`config.mk`:
```
export PLATFORM = sky130hd
export DESIGN_NAME = icon_compositor
export DESIGN_NICKNAME = d
export VERILOG_FILES = /design/src/rtl/icon_compositor.sv
export SDC_FILE = /design/constraint.sdc
export NUM_CORES = 1
export LEC_CHECK = 0
export CORE_MARGIN = 3
export CORE_UTILIZATION = 45
export CTS_CLUSTER_DIAMETER = 30
export DETAILED_ROUTE_END_ITERATION = 7
export PLACE_DENSITY = 0.76
export SETUP_SLACK_MARGIN = 0.05
export SYNTH_ARGS = -nofsm -noshare
export SYNTH_HDL_FRONTEND = slang
export SYNTH_SLANG_ARGS = --single-unit
```
`constraint.sdc`:
```
create_clock -name clk -period 3 [get_ports clk]
set_clock_uncertainty 0.2 [all_clocks]
set_input_delay 0.75 -clock clk [delete_from_list [all_inputs] [get_ports clk]]
set_output_delay 0.75 -clock clk [all_outputs]
set_load 0.01 [all_outputs]
```
`src/rtl/icon_compositor.sv`:
```
// Layers shot, tank and world pixels into a 2-clock registered VGA colour and pulses hit_a/hit_b
// once per frame on shot/tank overlap; define ICON_COMP_HIT_STATS_EN to build the hits_a/hits_b counters.
module icon_compositor #(
  parameter logic [11:0] WORLD_BG    = 12'hFFF,
  parameter logic [11:0] WORLD_LINE  = 12'h000,
  parameter logic [11:0] WORLD_OBST  = 12'hF00,
  parameter logic [11:0] WORLD_RSVD  = 12'h0F0,
  parameter int          HIT_HOLDOFF = 4
) (
  input  logic        clk,
  input  logic        reset,
  input  logic        video_on,
  input  logic        vsync,
  input  logic [1:0]  world_pixel,
  input  logic [1:0]  icon_a,
  input  logic [11:0] icon_a_c,
  input  logic        burst_a,
  input  logic [1:0]  icon_b,
  input  logic [11:0] icon_b_c,
  input  logic        burst_b,
  input  logic        shot_icon,
  input  logic [11:0] shot_c,
  output logic [11:0] vga_rgb,
  output logic        vga_video_on,
  output logic        hit_a,
  output logic        hit_b,
  output logic [7:0]  hits_a,
  output logic [7:0]  hits_b
);

  localparam int HW = ($clog2(HIT_HOLDOFF + 1) < 1) ? 1 : $clog2(HIT_HOLDOFF + 1);

  typedef struct packed {
    logic        video_on;
    logic        vsync;
    logic [1:0]  world;
    logic [1:0]  icon_a;
    logic [11:0] icon_a_c;
    logic        burst_a;
    logic [1:0]  icon_b;
    logic [11:0] icon_b_c;
    logic        burst_b;
    logic        shot;
    logic [11:0] shot_c;
  } pix_t;

  pix_t          s1_q, s1_d;
  logic          vsync_prev_q;
  logic [11:0]   rgb_q, rgb_d;
  logic          von_q;
  logic [1:0]    ovl_q, ovl_d, ovl_set, hit_q, hit_d;
  logic [HW-1:0] hold_q [2];
  logic [HW-1:0] hold_d [2];
  logic          boundary;

  always_comb begin
    s1_d          = '0;
    s1_d.video_on = video_on;
    s1_d.vsync    = vsync;
    s1_d.world    = world_pixel;
    s1_d.icon_a   = icon_a;
    s1_d.icon_a_c = icon_a_c;
    s1_d.burst_a  = burst_a;
    s1_d.icon_b   = icon_b;
    s1_d.icon_b_c = icon_b_c;
    s1_d.burst_b  = burst_b;
    s1_d.shot     = shot_icon;
    s1_d.shot_c   = shot_c;
  end

  always_comb begin
    unique case (s1_q.world)
      2'd0:    rgb_d = WORLD_BG;
      2'd1:    rgb_d = WORLD_LINE;
      2'd2:    rgb_d = WORLD_OBST;
      default: rgb_d = WORLD_RSVD;
    endcase
    if (!s1_q.video_on)           rgb_d = 12'h000;
    else if (s1_q.shot)           rgb_d = s1_q.shot_c;
    else if (s1_q.icon_a != 2'd0) rgb_d = s1_q.icon_a_c;
    else if (s1_q.icon_b != 2'd0) rgb_d = s1_q.icon_b_c;
  end

  // Falling edge of the stage-1 vsync marks the frame boundary.
  assign boundary = vsync_prev_q & ~s1_q.vsync;

  always_comb begin
    ovl_set[0] = s1_q.video_on & s1_q.shot & (s1_q.icon_a != 2'd0) & ~s1_q.burst_a
                 & (hold_q[0] == '0);
    ovl_set[1] = s1_q.video_on & s1_q.shot & (s1_q.icon_b != 2'd0) & ~s1_q.burst_b
                 & (hold_q[1] == '0);
    for (int t = 0; t < 2; t++) begin
      ovl_d[t]  = ovl_q[t] | ovl_set[t];
      hold_d[t] = hold_q[t];
      hit_d[t]  = 1'b0;
      if (boundary) begin
        // An overlap in the boundary cycle starts the next frame's latch.
        ovl_d[t] = ovl_set[t];
        if (ovl_q[t]) begin
          hit_d[t]  = 1'b1;
          hold_d[t] = HW'(HIT_HOLDOFF);
        end else if (hold_q[t] != '0) begin
          hold_d[t] = hold_q[t] - HW'(1);
        end
      end
    end
  end

  always_ff @(posedge clk or posedge reset) begin
    if (reset) begin
      s1_q         <= '0;
      s1_q.vsync   <= 1'b1;
      vsync_prev_q <= 1'b1;
      rgb_q        <= 12'h000;
      von_q        <= 1'b0;
      ovl_q        <= 2'b00;
      hit_q        <= 2'b00;
      hold_q[0]    <= '0;
      hold_q[1]    <= '0;
    end else begin
      s1_q         <= s1_d;
      vsync_prev_q <= s1_q.vsync;
      rgb_q        <= rgb_d;
      von_q        <= s1_q.video_on;
      ovl_q        <= ovl_d;
      hit_q        <= hit_d;
      hold_q[0]    <= hold_d[0];
      hold_q[1]    <= hold_d[1];
    end
  end

  assign vga_rgb      = rgb_q;
  assign vga_video_on = von_q;
  assign hit_a        = hit_q[0];
  assign hit_b        = hit_q[1];

`ifdef ICON_COMP_HIT_STATS_EN
  logic [7:0] hits_a_q, hits_b_q;

  always_ff @(posedge clk or posedge reset) begin
    if (reset) begin
      hits_a_q <= 8'h00;
      hits_b_q <= 8'h00;
    end else begin
      if (hit_d[0] && hits_a_q != 8'hFF) hits_a_q <= hits_a_q + 8'd1;
      if (hit_d[1] && hits_b_q != 8'hFF) hits_b_q <= hits_b_q + 8'd1;
    end
  end

  assign hits_a = hits_a_q;
  assign hits_b = hits_b_q;
`else
  assign hits_a = 8'h00;
  assign hits_b = 8'h00;
`endif

endmodule

```
==> impl_metrics.csv <==
group,metric,value,unit
clock_tree,cts_root_buf,"clkbuf_8",
timing,fin_crit_sh,72.2,%
synthesis,ys.flop_type,"dfrtp_1",
grt,grt_pass1_vias,1494,
pwr,powerDensity,646,nW/um^2
setup_path,worstPathMaxFanout,1,
clock_tree,ctsHoldBuffers,0,
setup_path,end_kind,"output pin",
synthesis,synthCells,185,
grt,grt.overflow.total,0,
setup_path,path_class,"flop to output pin",
hold_path,hold_path_class,"flop to flop",
setup_path,max_stage_delay,0.54,ns
route,drtAntennaViolNets,0,
floorplan,start_util,48.1,%
synthesis,synth_compound_area_share,13.1,%
setup_path,cpMaxStageDelayCell,"clkdlybuf4s50_1",
synthesis,synthMostInstantiatedCell,"dfrtp_1",
clock_tree,cts.clk_slew.worst_paths,0.07,ns
synthesis,synth_commonest_cells,"dfrtp_1 (69), a21oi_1 (18), buf_4 (16)",
cells_and_area,insertedDiodeCount,0,
floorplan,die_area,6610,um^2
clock_tree,clockBufferDepth,2,
grt,antenna_found_initial,0,
pwr,power_switching,539,uW
timing,fin_setup_tns,0,ns
placement,port_buffers,63,
setup_path,cp.required,2.05,ns
synthesis,synth_top_cell_by_area,"dfrtp_1",
floorplan,die_h,81.3,um
pwr,internal_power,1660,uW
placement,place_congestion,0.687,
setup_path,reg2reg_slack,1.25,ns
clock_tree,cts_tree,"built",
cells_and_area,layout-drive-gt1-share,12.0,%
clock_tree,htreeDepth,3,
synthesis,synthMuxAreaShare,0.785,%
route,drcViolationCount,0,
pwr,clkPwrFrac,34.6,%
synthesis,yosysUniqueCellTypes,31,
synthesis,yosysSeqAreaShare,69.8,%
synthesis,synthSimpleGateAreaFrac,5.69,%
route,drt-vias-per-instance,4.85,
clock_tree,cts_made_buffers,9,
synthesis,syn_area_per_cell,13.8,um^2
synthesis,ys_top_cells_by_area,"dfrtp_1 (68%), buf_4 (4.7%), a21oi_1 (3.5%), a221o_2 (3.5%), ha_1 (3.4%)",
floorplan,io_pins,80,
setup_path,crit_family,"buffers and inverters",
clock_tree,clock-sinks,71,
grt,grt_pass1_wl,7070,um
grt,grt_max_degree,51,
clock_tree,cts_setup_buffers,0,
synthesis,synth_top_family_by_area,"compound AO/OA/AOI/OAI gates",
pwr,power_frac_seq,49.9,%
grt,grt.total_usage,14.9,%
setup_path,timing.critical_path.buf_inv,1,
timing,setup_viol,0,
setup_path,crit_arrival,1.22,ns
timing,finalMaxSlewViolations,0,
pwr,p_leak,0.00150,uW
pwr,p_sw_share,24.6,%
cells_and_area,fillers,419,
cells_and_area,nets,309,
clock_tree,post_cts_resized,0,
synthesis,synth_edf_count,0,
synthesis,yosys_warnings,0,
synthesis,async_reset_ff_share,100,%
pwr,worst_ir_drop_vdd,0.000404,V
synthesis,yosysTopAreaCellShare,67.7,%
floorplan,num_rows,26,
timing,fmax,0.462,GHz
floorplan,die_x,81.3,um
timing,rsz0062_at_grt,"no",
flow_run,maxCapViolCount,0,
pwr,p_comb_share,15.5,%
timing,min_period,2.17,ns
setup_path,path_cells,"clkdlybuf4s50_1",
synthesis,synth.cell_area,2550,um^2
route,totalWireLength,4640,um
route,vias,1592,
timing,holdWs,0.176,ns
route,drt_iter0_drc,107,
clock_tree,clock_latency,0.33,ns
route,first_pass_iters,4,
placement,hpwl,3370,um
synthesis,synthAdderAreaFrac,3.43,%
outcome,status,"complete, no violations",
synthesis,synthXorXnorAreaFrac,0,%
cells_and_area,final_util,64.1,%
synthesis,synth-seq-cells,71,
route,wl_per_cell,14.1,um
setup_path,start_kind,"flop",
cells_and_area,areaGrowthSynthToFinish,33.4,%
timing,hold_viol,0,
floorplan,fp.coreArea,5300,um^2
==> registers in the layout (all words and copies together), names as in the netlist <==
name / cells
s1_q: 47
vga_video_on: 1
hit_q: 2
vga_rgb: 12
hold_q: 6
vsync_prev_q: 1
ovl_q: 2
==> metrics by stage <==
stage               cell area (um^2)  worst slack (ns)  total power [uW]  cells
finish                          3400             0.833              2200    328
global route                    3400             0.792              2320    328
CTS                             3400             0.817              2220    328
detailed placement              3190              1.05              1460    312
global placement                3190              1.06              1440    312
floorplan                       2610             0.257              1320    200
==> power groups by stage <==
stage          sequential (uW)  combinational (uW)  clock (uW)
3_5_place_dp              1110                 345           0
4_1_cts                   1090                 345         783
6_report                  1090                 340         761
3_3_place_gp              1110                 329           0
5_1_grt                   1100                 383         831
2_1_floorplan             1100                 219           0
==> cell type report <==
| class | instances | area [um^2] | area share [%] |
|---|---|---|---|
| clock inverter | 5 | 56.3 | 1.66 |
| tap | 70 | 87.6 | 2.58 |
| inverter | 8 | 30.0 | 0.883 |
| clock buffer | 11 | 151 | 4.45 |
| timing repair buffer | 64 | 651 | 19.1 |
| multi-input combinational | 99 | 646 | 19.0 |
| sequential | 71 | 1780 | 52.3 |
==> logic make-up after synthesis <==
family,after synthesis
AO/OA/AOI/OAI,50
buffers and inverters,30
other,1
adder cells (fa/ha/maj),7
AND/OR/NAND/NOR,24
multiplexers,2
flip-flops,71
==> path summary, 6_finish.rpt <==
kind / from / endpoint / cells past startpoint
worst max-delay path: vga_rgb[8] / vga_rgb[8] / 1
worst min register to register: s1_q[45] / vsync_prev_q / 0
max in group asynchronous: reset / s1_q[41] / 3
worst max register to register: s1_q[43] / vga_rgb[11] / 5
worst min-delay path: s1_q[45] / vsync_prev_q / 0
min in group asynchronous: reset / hit_q[1] / 2
==> layout by cell type, fill, tap and decap left out, drive strengths merged, types with 2 or more instances in the layout <==
| cell | instances |
|---|---|
| a21oi | 18 |
| a221o | 8 |
| and2 | 3 |
| clkbuf | 11 |
| clkdlybuf4s50 | 63 |
| clkinv | 3 |
| conb | 16 |
| dfrtp | 69 |
| dfstp | 2 |
| ha | 7 |
| inv | 8 |
| mux2i | 2 |
| nand2 | 5 |
| nand2b | 3 |
| nand3b | 2 |
| nor2 | 4 |
| o211ai | 4 |
| o21a | 2 |
| o21ai | 12 |
| o22ai | 2 |
| o2bb2ai | 2 |
| o41ai | 2 |
==> per-layer routing <==
metal	vias up	routed length, um	global-route usage [%]	share of wire, %
li1	742	-	-	-
met1	777	1960	18.7	42
met2	62	2330	23.2	50
met3	11	223	3.33	4.8
met4	0	125	9.29	2.7
met5	-	0	0	0
Note: power is estimated with default switching activity, not from simulation.
